File: config.mk
export PLATFORM = sky130hd
export DESIGN_NAME = nanorv32_irq_ctrl
export DESIGN_NICKNAME = d
export VERILOG_FILES = /design/src/rtl/nanorv32_irq_pkg.sv /design/src/rtl/nanorv32_irq_prio_enc.sv /design/src/rtl/nanorv32_irq_ctrl.sv
export SDC_FILE = /design/constraint.sdc
export NUM_CORES = 1
export LEC_CHECK = 0
export CAP_MARGIN = 20
export CORE_AREA = 5 5 74 70
export DETAILED_ROUTE_END_ITERATION = 12
export DIE_AREA = 0 0 79 75
export PLACE_DENSITY = 0.65
export SLEW_MARGIN = 20
export SYNTH_ARGS = -nofsm -noshare
export SYNTH_HDL_FRONTEND = slang
export SYNTH_SLANG_ARGS = --single-unit
File: constraint.sdc
create_clock -name clk_in -period 1.72 [get_ports clk_in]
set_input_delay 0.43 -clock clk_in [delete_from_list [all_inputs] [get_ports clk_in]]
set_output_delay 0.43 -clock clk_in [all_outputs]
set_load 0.02 [all_outputs]
File: src/rtl/nanorv32_irq_pkg.sv
// Shared constants for the nanorv32 interrupt controller: register map,
// FSM state encoding and the valid-line mask helper.
package nanorv32_irq_pkg;

  localparam int NIRQ_MAX = 8;

  localparam logic [1:0] IRQ_ENABLE  = 2'd0;
  localparam logic [1:0] IRQ_EDGE    = 2'd1;
  localparam logic [1:0] IRQ_PENDING = 2'd2;
  localparam logic [1:0] IRQ_STATUS  = 2'd3;

  typedef enum logic [1:0] {
    ST_IDLE = 2'd0,
    ST_REQ  = 2'd1,
    ST_SVC  = 2'd2
  } irq_state_e;

  // Bits [n-1:0] set: lines that physically exist.
  function automatic logic [NIRQ_MAX-1:0] line_mask(input int n);
    logic [NIRQ_MAX-1:0] m;
    m = '0;
    for (int i = 0; i < NIRQ_MAX; i++) begin
      if (i < n) m[i] = 1'b1;
    end
    return m;
  endfunction

endpackage

File: src/rtl/nanorv32_irq_prio_enc.sv
// Combinational 8-to-3 priority encoder; the lowest set index wins.
module nanorv32_irq_prio_enc (
  input  logic [7:0] req_i,
  output logic       valid_o,
  output logic [2:0] id_o
);

  always_comb begin
    valid_o = |req_i;
    id_o    = '0;
    // Scan downwards so the lowest set bit is the final assignment.
    for (int i = 7; i >= 0; i--) begin
      if (req_i[i]) id_o = 3'(i);
    end
  end

endmodule

File: src/rtl/nanorv32_irq_ctrl.sv
// Interrupt controller: latches/masks peripheral IRQs, picks the lowest index
// and hands it to the core through a req/ack/eoi handshake.
module nanorv32_irq_ctrl
  import nanorv32_irq_pkg::*;
#(
  parameter int         NIRQ     = 8,
  parameter logic [7:0] EDGE_RST = 8'h00
) (
  input  logic            clk_in,
  input  logic            rst_n,
  input  logic [NIRQ-1:0] irqs,
  input  logic            reg_wr,
  input  logic [1:0]      reg_addr,
  input  logic [7:0]      reg_wdata,
  output logic [7:0]      reg_rdata,
  output logic            irq_req,
  output logic [2:0]      irq_id,
  input  logic            irq_ack,
  input  logic            irq_eoi
);

  localparam logic [NIRQ_MAX-1:0] LINE_MASK = line_mask(NIRQ);

  irq_state_e state_q, state_d;
  logic [7:0] enable_q, enable_d;
  logic [7:0] edge_q, edge_d;
  logic [7:0] pend_edge_q, pend_edge_d;
  logic [7:0] irqs_q;
  logic [2:0] irq_id_q, irq_id_d;

  logic [7:0] irqs_ext, rise, pending, active, ack_clr, wr_clr;
  logic       any_active;
  logic [2:0] prio_id;
  logic       ack_take;

  always_comb begin
    irqs_ext = '0;
    for (int i = 0; i < NIRQ; i++) irqs_ext[i] = irqs[i];
  end

  assign rise     = irqs_ext & ~irqs_q;
  assign pending  = ((edge_q & pend_edge_q) | (~edge_q & irqs_ext)) & LINE_MASK;
  assign active   = pending & enable_q;
  assign ack_take = (state_q == ST_REQ) && irq_ack;

  nanorv32_irq_prio_enc u_prio (
    .req_i   (active),
    .valid_o (any_active),
    .id_o    (prio_id)
  );

  // Register writes and pending-edge bookkeeping; a new edge beats any clear.
  assign ack_clr = ack_take ? ((8'b1 << irq_id_q) & edge_q) : 8'h00;
  assign wr_clr  = (reg_wr && reg_addr == IRQ_PENDING) ? reg_wdata : 8'h00;

  always_comb begin
    // NOTE: every always_comb output gets a default first so no latch is inferred.
    enable_d    = enable_q;
    edge_d      = edge_q;
    pend_edge_d = ((pend_edge_q & ~(ack_clr | wr_clr)) | (edge_q & rise)) & LINE_MASK;
    if (reg_wr && reg_addr == IRQ_ENABLE) enable_d = reg_wdata & LINE_MASK;
    if (reg_wr && reg_addr == IRQ_EDGE)   edge_d   = reg_wdata & LINE_MASK;
  end

  always_comb begin
    state_d  = state_q;
    irq_id_d = irq_id_q;
    unique case (state_q)
      ST_IDLE: if (any_active) begin
        irq_id_d = prio_id;
        state_d  = ST_REQ;
      end
      ST_REQ:  if (irq_ack) state_d = ST_SVC;
      ST_SVC:  if (irq_eoi) state_d = ST_IDLE;
      default: state_d = ST_IDLE;
    endcase
  end

  always_ff @(posedge clk_in or negedge rst_n) begin
    if (!rst_n) begin
      state_q     <= ST_IDLE;
      enable_q    <= '0;
      edge_q      <= EDGE_RST & LINE_MASK;
      pend_edge_q <= '0;
      irqs_q      <= '0;
      irq_id_q    <= '0;
    end else begin
      // NOTE: sequential state uses non-blocking assignments so every register
      // samples pre-edge values regardless of statement order.
      state_q     <= state_d;
      enable_q    <= enable_d;
      edge_q      <= edge_d;
      pend_edge_q <= pend_edge_d;
      irqs_q      <= irqs_ext;
      irq_id_q    <= irq_id_d;
    end
  end

  assign irq_req = (state_q == ST_REQ);
  assign irq_id  = irq_id_q;

  always_comb begin
    unique case (reg_addr)
      IRQ_ENABLE:  reg_rdata = enable_q;
      IRQ_EDGE:    reg_rdata = edge_q;
      IRQ_PENDING: reg_rdata = pending;
      default:     reg_rdata = {3'b000, state_q, irq_id_q};
    endcase
  end

endmodule

Word level (Yosys, flattened, before mapping)
Index checks and enable logic that the tools add are counted.
{"block": "word_totals", "regBits": 37, "in_bits": 23, "out_inout_bits": 12, "word_cells": 51}
{"block": "op_classes", "n_eq_ne": 7, "n_shift": 1, "mux": 15, "n_bitwise": 13, "n_reduce_logical": 9}
{"cell": "$and A8 B8 Y8", "count": 7}
{"cell": "$mux W3", "count": 8}
{"cell": "$not A8 Y8", "count": 3}
{"cell": "$or A8 B8 Y8", "count": 3}
{"cell": "$pmux W8 S3", "count": 1}
{"cell": "$mux W8", "count": 2}
{"cell": "$reduce_or A8 Y1", "count": 1}
{"cell": "$shl A1 B3 Y8 const A", "count": 1}
{"cell": "$mux W2", "count": 3}
{"cell": "$pmux W2 S3", "count": 1}
{"cell": "$eq A2 B1 Y1 const B", "count": 2}
{"cell": "$eq A2 B2 Y1 const B", "count": 2}
{"cell": "$logic_and A1 B1 Y1", "count": 4}
{"cell": "$logic_not A2 Y1", "count": 2}
{"cell": "$ne A2 B2 Y1 const B", "count": 2}
{"cell": "$reduce_and A3 Y1", "count": 1}
{"cell": "$ne A2 B1 Y1 const B", "count": 1}
{"cell": "$reduce_and A2 Y1", "count": 1}

Depth between registers and ports, before layout
Gate-level depths: netlist of run 1.
{"block": "depth", "depth_word": 12, "ltp_mapped": 6, "ltp_nobuf": 5}

Modules after synthesis
From an unflattened synthesis of run 1, not the netlist that was laid out.
{"block": "unflattened", "hier_cells": 166, "hier_area_um2": 1935.6}
{"module": "nanorv32_irq_ctrl", "instances": 1, "cells_per_inst": 153, "area_per_inst_um2": 1854.3}
{"module": "nanorv32_irq_prio_enc", "instances": 1, "cells_per_inst": 13, "area_per_inst_um2": 81.3}

Least setup slack after synthesis of run 1
No wires, ideal clock.
{"block": "synth_timing", "path_kind": "input to output", "start": "input reg_addr[1]", "end": "output reg_rdata[4]", "arrival_ns": 1.333, "t_required_ns": 1.290, "slack_ns": -0.043, "stages": 2, "n_path_buf": 1, "path_cell_list": "buf_2 mux4_1"}
{"block": "synth_between", "elab_chain_cells": 2}
{"element": "from (decl)", "line": "nanorv32_irq_ctrl.sv:13", "source": "input logic [1:0] reg_addr,"}
{"element": "$eq A2 B2 Y1 (tied with other cells)", "line": "nanorv32_irq_ctrl.sv:103", "source": "unique case (reg_addr)"}
{"element": "$pmux W8 S3 (*)", "line": "nanorv32_irq_ctrl.sv:103"}
{"element": "to (decl)", "line": "nanorv32_irq_ctrl.sv:15", "source": "output logic [7:0] reg_rdata,"}
Mark *: on every way between the ends. The rest lies on a longest branch, timed or not.

Worst setup path after layout of run 1
{"block": "layout_timing", "start": "register edge_q[3]", "end": "output reg_rdata[3]"}
{"block": "layout_between", "elab_chain_cells": 4}
{"element": "from (decl)", "line": "nanorv32_irq_ctrl.sv:26", "source": "logic [7:0] edge_q, edge_d;"}
{"element": "from (signal assigned)", "line": "nanorv32_irq_ctrl.sv:83", "source": "edge_q <= EDGE_RST & LINE_MASK;"}
{"element": "from (signal assigned)", "line": "nanorv32_irq_ctrl.sv:92", "source": "edge_q <= edge_d;"}
{"element": "$not A8 Y8", "line": "nanorv32_irq_ctrl.sv:42", "source": "assign pending = ((edge_q & pend_edge_q) | (~edge_q & irqs_ext)) & LINE_MASK;"}
{"element": "$and A8 B8 Y8", "line": "nanorv32_irq_ctrl.sv:42"}
{"element": "$or A8 B8 Y8", "line": "nanorv32_irq_ctrl.sv:42"}
{"element": "$pmux W8 S3 (*)", "line": "nanorv32_irq_ctrl.sv:103"}
Marked as above.

==> impl_metrics.tcl, run 1 <==
set metrics [dict create \
    final-hold-violation-count 0 \
    end_kind "output port" \
    max_freq_mhz 484 \
    maxSlewViolCount 0 \
    gp_congestion 0.974 \
    cts_tree "done" \
    reg2reg_from "edge_q[4]" \
    synthesis_stage_register_bit_count 37 \
    placed_cells 289 \
    cts.hold.buffers_added 0 \
    cts_buffers 5 \
    num_io_pins 35 \
    antenna_diodes 0 \
    synth.avg_cell_area_um2 11.4 \
    worst_slew_pin_slew_ns 0.344 \
    yosys-top-cells-count "dfrtp_1, nand2_1, mux2_2, o211ai_1, o21ai_0" \
    clock_power_share_pct 23.5 \
    seqPwrFrac_pct 31.8 \
    worstSetupEndpoint "reg_rdata[3]" \
    cts.path.max_buffers 2 \
    synth.yosys.warnings 0 \
    root_buffer "clkbuf_8" \
    layout-area-overhead-vs-synth_pct 50.4 \
    worst_setup_path_start_kind "flip-flop" \
    synth_async_sr_flop_share_pct 100 \
    wire_per_inst_um 17.5 \
    firstDrtPassIters 5 \
    cts.htree.levels 2 \
    max_slew_margin_pct 77.0 \
    final_min_period_over_clock_period_pct 120 \
    drt_iter0_markers 130 \
    hold_path_startpoint "irqs[7]" \
    failing_checks "negative setup slack" \
    register_clock_pin_slew_on_the_reported_worst_setup_and_hold_paths_ns 0.09 \
    finalHoldWorstSlack_ns 0.384 \
    fillers 344 \
    overflow 0 \
    status "finished with violations" \
    power.total_mw 3.84 \
    die_w_um 79 \
    placementRows 23 \
    synthFlopType "dfrtp_1" \
    floorplan.die_area_mm2 0.00593 \
    post-synth-top-area-cell "dfrtp_1" \
    rr_endpoint "irq_id[0]" \
    drv.max_cap_violation_count 0 \
    worstSkewPairLatency_ns 0.30 \
    setup_viol 6 \
    combinationalPowerShare_pct 44.7 \
    rr_worst_depth 5 \
    antenna_found_initial 0 \
    synthesized_netlist_cell_count 163 \
    yosysMostFrequentCell "dfrtp_1" \
    instances_no_fill 300 \
    crit_type "flip-flop to output port" \
    number_of_enable_type_register_cells_in_the_synthesized_netlist 0 \
    global_route_wire_length_before_repair_mm 8.61 \
    drt_wl_total_mm 5.26 \
    cts.sinks 37 \
    ant_nets 0 \
    part_of_the_yosys_area_used_for_sequential_elements_pct 49.7 \
    initial_core_util_pct 43.4 \
    die-height_um 75 \
    grt.total_usage_pct 19.4 \
    power_switching_mw 1.29 \
    timing.critical_path.required_ns 1.29 \
    route.detailed.drc 0 \
    netSwitchingFraction_pct 33.5 \
    grt_start_max_net_pins 38 \
    worstPathMaxFanout 2 \
    finClkSkew_ns 0.0154 \
    static-leakage-power_nw 1.25 \
    layout-drive-gt1-share_pct 42.4 \
    post_synthesis_net_count 186 \
    holdCritPathClass "input pin to flip-flop" \
    first_global_vias 1791 \
    finish.net_count 272 \
    detail_route.vias_per_cell 5.56 \
    layout_setup_ws_ns -0.345 \
    internal_power_mw 2.55 \
    post_synth_instance_area_mm2 0.00186 \
    power-per-cell-area_mw_per_mm2 1370 \
    detailedPlacementHpwl_mm 3.89 \
    worst_ep_arrival_time_ns 1.63 \
    synth_cell_type_count 29 \
    setup_total_negative_slack_ns -1.72 \
    placeableCoreArea_mm2 0.00429 \
    port_buffers 34 \
    vdd.ir_drop.worst_v 0.000696 \
    count_of_vias_placed_by_the_detailed_router 1667 \
    grt_setup_unrepaired "yes" \
    regToRegSetupSlack_ns 0.07 \
    top_cell_type_s_share_of_synthesized_area_pct 49.7 \
    main_area_contributors_after_synthesis "dfrtp_1, mux2_2, nand2_1" \
    crit_path_start "edge_q[3]" \
    post-route-min-period_ns 2.06 \
]
layer usage:
metal  track usage (%)  vias to the layer above  part of all wire [%]
met5                 0                        -                     0
met4              8.97                        0                   1.9
met3              5.14                       11                   6.7
met2              32.8                       55                    49
met1              23.4                      826                    43
li1                  -                      775                     -
power by group through the flow:
stage                     clock (mW)  combinational [mW]  sequential [mW]
after floorplan                    0               0.720             1.32
after global placement             0                1.62             1.22
after detailed placement           0                1.66             1.23
after CTS                      0.915                1.69             1.22
after global routing           0.958                1.86             1.24
final                          0.901                1.72             1.22
critical path, stage by stage (launching register included):
cell	delay (ns)
dfrtp_1	0.40
mux2_4	0.31
mux4_2	0.48
buf_6	0.15
cells in the final DEF (no fill, tap or decap), types with 3 or more instances in the layout:
master / count
mux2_2: 18
a21oi_1: 5
dfrtp_1: 37
a31oi_1: 3
dlygate4sd2_1: 10
nor2_1: 4
o21ai_0: 7
nand3b_1: 3
nor2b_1: 5
mux2_4: 6
clkdlybuf4s50_1: 12
nand2_1: 32
buf_6: 8
o211ai_1: 8
mux4_2: 5
buf_4: 45
nand3_1: 3
clkbuf_8: 5
a22oi_2: 4
inv_1: 3
sequential cells by signal, indices dropped and copies added, names as in the netlist:
register,count
state_q,2
irqs_q,8
irq_id,3
enable_q,8
pend_edge_q,8
edge_q,8
layout make-up:
cell class	count	area (µm²)	share of cell area [%]
well taps	50	62.6	2.23
inverters	3	11.3	0.402
multi-input cells	120	943	33.7
clock buffers	5	68.8	2.46
flip-flops and latches	37	926	33.0
clock inverters	3	65.1	2.32
repair buffers	82	726	25.9
stage by stage:
step                      setup WS (ns)  instance area, µm²  utilization, %
after floorplan                  0.0263                1860               -
after global placement           -0.884                2610            60.8
after detailed placement         -0.917                2610            60.8
after CTS                        -0.344                2800            65.3
after global routing             -0.393                2800            65.4
final                            -0.345                2800            65.4
how the worst min path moves through the flow:
stage	to	slack (ns)	depth (start not counted)
2_1_floorplan	edge_q[0]	0.13	0
3_3_place_gp	pend_edge_q[5]	0.42	1
3_5_place_dp	pend_edge_q[1]	0.43	1
4_1_cts	irqs_q[4]	0.40	1
5_1_grt	irqs_q[7]	0.39	2
6_report	irqs_q[7]	0.38	2
logic make-up (layout without fill, tap and decap cells):
logic type | count (synthesis) | after routing | synth area share [%]
DFF | 37 | 37 | 49.7
and+or+nand+nor | 53 | 53 | 13.4
muxes | 30 | 30 | 21.9
buffers and inverters | 6 | 93 | 1.54
AOI/OAI and AO/OA | 37 | 37 | 13.5
timing repair:
action                                  in CTS  in global routing
buffers inserted                             4                  2
endpoints found under the setup margin      28                 12
resized for setup                           77                  8
pin swaps                                    5                  8
gates cloned                                 1                  0
(Power assumes the default switching activity.)
==> inputs of run 2 (changes only) <==
- CTS_CLUSTER_SIZE: default -> 8
==> results of run 2 <==
Same layout as run 1: the final DEF is identical, and so are final timing and power.
==> RTL edit 1 (config.mk and constraints of run 1) <==
Register the inputs `irqs`, `irq_ack` and `irq_eoi` before use, with the module's reset. The logic sees them one clock later. The other inputs are not delayed to match.
--- a/src/rtl/nanorv32_irq_ctrl.sv
+++ b/src/rtl/nanorv32_irq_ctrl.sv
@@ -22,4 +22,20 @@
   localparam logic [NIRQ_MAX-1:0] LINE_MASK = line_mask(NIRQ);
 
+  logic [NIRQ-1:0] irqs_r;
+  logic irq_ack_q;
+  logic irq_eoi_q;
+
+  always_ff @(posedge clk_in or negedge rst_n) begin
+    if (!rst_n) begin
+      irqs_r    <= '0;
+      irq_ack_q <= '0;
+      irq_eoi_q <= '0;
+    end else begin
+      irqs_r    <= irqs;
+      irq_ack_q <= irq_ack;
+      irq_eoi_q <= irq_eoi;
+    end
+  end
+
   irq_state_e state_q, state_d;
   logic [7:0] enable_q, enable_d;
@@ -36,5 +52,5 @@
   always_comb begin
     irqs_ext = '0;
-    for (int i = 0; i < NIRQ; i++) irqs_ext[i] = irqs[i];
+    for (int i = 0; i < NIRQ; i++) irqs_ext[i] = irqs_r[i];
   end
 
@@ -42,5 +58,5 @@
   assign pending  = ((edge_q & pend_edge_q) | (~edge_q & irqs_ext)) & LINE_MASK;
   assign active   = pending & enable_q;
-  assign ack_take = (state_q == ST_REQ) && irq_ack;
+  assign ack_take = (state_q == ST_REQ) && irq_ack_q;
 
   nanorv32_irq_prio_enc u_prio (
@@ -71,6 +87,6 @@
         state_d  = ST_REQ;
       end
-      ST_REQ:  if (irq_ack) state_d = ST_SVC;
-      ST_SVC:  if (irq_eoi) state_d = ST_IDLE;
+      ST_REQ:  if (irq_ack_q) state_d = ST_SVC;
+      ST_SVC:  if (irq_eoi_q) state_d = ST_IDLE;
       default: state_d = ST_IDLE;
     endcase
Function: changed (a bounded check fails within 4 cycles, from zero or initial values and one cycle with rst_n low).
==> RTL edit 1 against run 1 <==
The run still ends with setup timing left. Clock power fell by 21%. Routed wire length rose by 8.4%. Power rose by 6.3%. Global-route usage rose by 1.6 points. Critical path depth did not move. Sequential cell count rose by 10. Synthesized cell count rose by 7.4%. Area after synthesis rose by 14%. First-iteration DRC count fell by 51%. Highest routed layer unchanged. Worst setup slack got worse by 0.026 ns. Cell area rose by 13%. Largest power group unchanged.
==> RTL edit 1: results (changes against run 1) <==
- The final sum of negative setup slack is -2.36 ns (-0.635 ns).
- The switching power summed over all nets is 1360 uW (+5.6%).
- The startpoint of the worst register-to-register path is edge_q[3]$_DFFE_PN0P_.
- The path depth of the worst reg2reg path is 8 (+3).
- The total detailed-routing wirelength is 5700 um (+8.4%).
- The checks that failed: setup timing.
- The met1 global-route usage came to 24.5% (+1.1 points).
- The worst hold path belongs to the class input port to asynchronous set/reset pin.
- The proportion of synthesized chip area in sequential cells was 55.5% (+5.8 points).
- The worst clock skew was 0.0102 ns (-0.00525 ns).
- After synthesis, the cell types taking the most area are dfrtp_1, mux2_2, nand2_1.
- The number of fillers in the final layout is 317 (-7.8%).
- The maximum vdd ir drop came to 0.764 mV (+9.7%).
- The flow ran to the end, but the final reports show violations.
- The first-pass GRT wire length was 9310 um (+8.1%).
- The final worst slack is -0.371 ns (-0.0264 ns).
- The final standard cell count with taps included and fillers excluded was 323 (+7.7%).
- The detailed-routing iteration count for the pre-antenna-repair pass is 4 (-1).
- The share of synthesized area spent on multiplexers came to 19.0% (-2.9 points).
- The total setup violations reported at the end of the flow is 11 (+5).
- The via count of the first global-routing pass was 1879 (+4.9%).
- The count of different cell masters after synthesis is 34 (+17%).
- The layout cell share with drive strength beyond 1 came to 44.3% (+1.9 points).
- The final estimated routing congestion in global placement is 0.813 (-17%).
- The cell leakage power is 0.00143 uW (+15%).
- The critical path arrival is 1.66 ns (+0.03 ns).
- The tightest slew margin relative to the limit is 72.9% (-4.1 points).
- By count the netlist is led by dfrtp_1, nand2_1, mux2_2.
- The final HPWL from detailed placement is 4080 um (+4.8%).
- The utilization of the core after routing is 74.0% (+8.7 points).
- The largest net degree at the start of global routing is 32 (-16%).
- The compound-cell area share of the yosys netlist is 10.8% (-2.7 points).
- The cell count after synthesis is 175 (+7.4%).
- The net count after synthesis is 198 (+6.5%).
[RTL edit 1: how the worst max path moves through the flow]
| stage | from | end | slack [ns] | depth (start not counted) |
|---|---|---|---|---|
| finish | edge_q[3]$_DFFE_PN0P_ | reg_rdata[3] | -0.37 | 3 |
| global route | edge_q[3]$_DFFE_PN0P_ | reg_rdata[3] | -0.41 | 3 |
| CTS | edge_q[3]$_DFFE_PN0P_ | reg_rdata[3] | -0.36 | 3 |
| detailed placement | reg_addr[1] | reg_rdata[7] | -0.92 | 6 |
| global placement | reg_addr[1] | reg_rdata[2] | -0.87 | 4 |
| floorplan | reg_addr[0] | reg_rdata[5] | 0.02 | 4 |
[RTL edit 1: layer usage]
metal	wire length, um	vias to the layer above
met5	0	-
met4	86	0
met3	242	9
met2	3060	39
met1	2310	865
li1	-	828
[RTL edit 1: cells by family after synthesis]
group                  after synthesis
multiplexers                        30
AND/OR/NAND/NOR                     59
flip-flops                          47
buffers and inverters                6
AO/OA/AOI/OAI                       33
[RTL edit 1: stage by stage]
stage,worst slack (ns),power (uW),hold slack [ns]
2_1_floorplan,0.0220,2290,0.134
3_3_place_gp,-0.874,3080,0.372
3_5_place_dp,-0.922,3130,0.377
4_1_cts,-0.355,4050,0.0478
5_1_grt,-0.412,4300,0.0522
6_report,-0.371,4080,0.0424
[RTL edit 1: final cells by class]
class / instances / share of cell area (%)
Multi-Input combinational cell: 122 / 31.1
Sequential cell: 47 / 37.1
Clock buffer: 8 / 3.15
Timing Repair Buffer: 93 / 26.3
Inverter: 3 / 0.355
Tap cell: 50 / 1.97
[RTL edit 1: power groups by stage]
stage | logic, uW | clock network (uW) | registers, uW
6_report | 1870 | 716 | 1490
5_1_grt | 2000 | 783 | 1510
4_1_cts | 1830 | 742 | 1480
3_5_place_dp | 1640 | 0 | 1490
3_3_place_gp | 1600 | 0 | 1470
2_1_floorplan | 726 | 0 | 1560
[RTL edit 1: timing repair]
item | CTS | global route
buffers inserted | 11 | 8
gates cloned | 1 | 0
resized for setup | 82 | 12
setup endpoints to repair | 27 | 12
pin swaps | 7 | 2
==> RTL edit 2 (flow settings as in run 1) <==
Without the edit above. Set the package constant `NIRQ_MAX` to 7 (it was 8).
--- a/src/rtl/nanorv32_irq_pkg.sv
+++ b/src/rtl/nanorv32_irq_pkg.sv
@@ -3,5 +3,5 @@
 package nanorv32_irq_pkg;
 
-  localparam int NIRQ_MAX = 8;
+  localparam int NIRQ_MAX = 7;
 
   localparam logic [1:0] IRQ_ENABLE  = 2'd0;
Behaviour: not the same (a bounded check fails within 4 cycles, from zero or initial values and one cycle with rst_n low).
==> RTL edit 2 against run 1 <==
The run still ends with setup timing left. Cell area shrank 4.8%. Power down 8.6%. Sequential share of layout area down 2.1 points. Global-route usage is 0.23 points lower. Clock power decreased by 16%. Worst setup slack gained 0.010 ns. Synthesized cell count decreased by 3.7%. Routed wire length is 0.84% lower. Via count fell by 4.6%. Fmax up 0.49%. Area after synthesis shrank 9.3%. Sequential cell count is 4 lower. Utilization shrank 3.2 points. Critical endpoint is now reg_rdata[0]. Largest cell class unchanged. Highest routed layer unchanged.
==> RTL edit 2: results (changes against run 1) <==
- The flow ran to the end, but the final reports show violations.
- The checks that failed: setup timing.
- The final sum of negative setup slack is -1.69 ns (+0.0365 ns).
- The layout cell share with drive strength beyond 1 came to 42.9% (+0.51 points).
- The smallest hold slack is 0.430 ns (+0.0464 ns).
- The overall track demand over capacity in global routing is 19.1% (-0.23 points).
- The clock network area share was 4.36% (-0.41 points).
- The source of the worst hold timing path is irqs_q[1]$_DFF_PN0_.
- The number of I/O port buffers is 31 (-8.8%).
- The total setup violations reported at the end of the flow is 6 (unchanged).
- The final estimated routing congestion in global placement is 0.843 (-13%).
- The cell leakage power was 0.00124 uW (-1.1%).
- The pre-CTS setup slack was -0.915 ns (+0.00117 ns).
- The relative area of non-clock buffer cells in the final design was 28.7% (+2.8 points).
- The total detailed-routing wirelength is 5220 um (-0.84%).
- The detailed-routing iteration count for the pre-antenna-repair pass is 4 (-1).
- Tracing the worst setup path back leads to its startpoint at edge_q[0]$_DFFE_PN0P_.
- The proportion of synthesized chip area in sequential cells is 48.9% (-0.85 points).
- The number of cells in the design after placement was 279 (-3.5%).
- The switching power summed over all nets is 1180 uW (-8.0%).
- The number of cells on the worst hold path is 1 (-1).
- The logic gate share of total power was 47.5% (+2.8 points).
- The count of clock buffers in the final design is 7 (+2).
- The routed wire length on met3 is 207 um (-42%).
- The worst hold path class is register to register.
- The maximum vdd ir drop is 0.723 mV (+3.9%).
- In the post-synthesis netlist, the biggest area contributors are dfrtp_1, mux2_2, nand2_1.
- The clock input transition at the sequential cells of the worst setup and hold paths is 0.07 ns (-0.02 ns).
- The net count after synthesis is 180 (-3.2%).
- The final worst slack came to -0.335 ns (+0.0100 ns).
- The met3 routing resource usage after global routing is 5.02% (-0.12 points).
- The worst clock skew is 0.00827 ns (-0.00717 ns).
RTL edit 2: cell types whose count changed after synthesis, moves of 3 or more:
cell and delta:
mux2_2 -9, o211ai_1 -8, o221ai_1 +8, inv_1 +6
o21ai_0 +6, a21oi_1 -4, dfrtp_1 -4, a21boi_0 +3
clkbuf_1 +3, nand2_1 -3
RTL edit 2: critical path, delay by kind of cell (launching register included):
family	cells	cell delay [ns]
muxes	2	0.78
DFF	1	0.40
buffers and inverters	1	0.15
RTL edit 2: timing repair:
action / in CTS / in global routing
gates resized for setup: 70 / 15
gates cloned: 1 / 0
endpoints found under the hold margin: 0 / 0
endpoints found under the setup margin: 22 / 13
hold buffers: 0 / 0
pin swaps: 5 / 9
buffers inserted: 3 / 7
RTL edit 2: logic make-up after synthesis:
logic type             synth area share (%)
muxes                                  16.4
DFF                                    48.9
AOI/OAI and AO/OA                      17.8
buffers and inverters                  3.70
and+or+nand+nor                        13.0
other                                 0.222
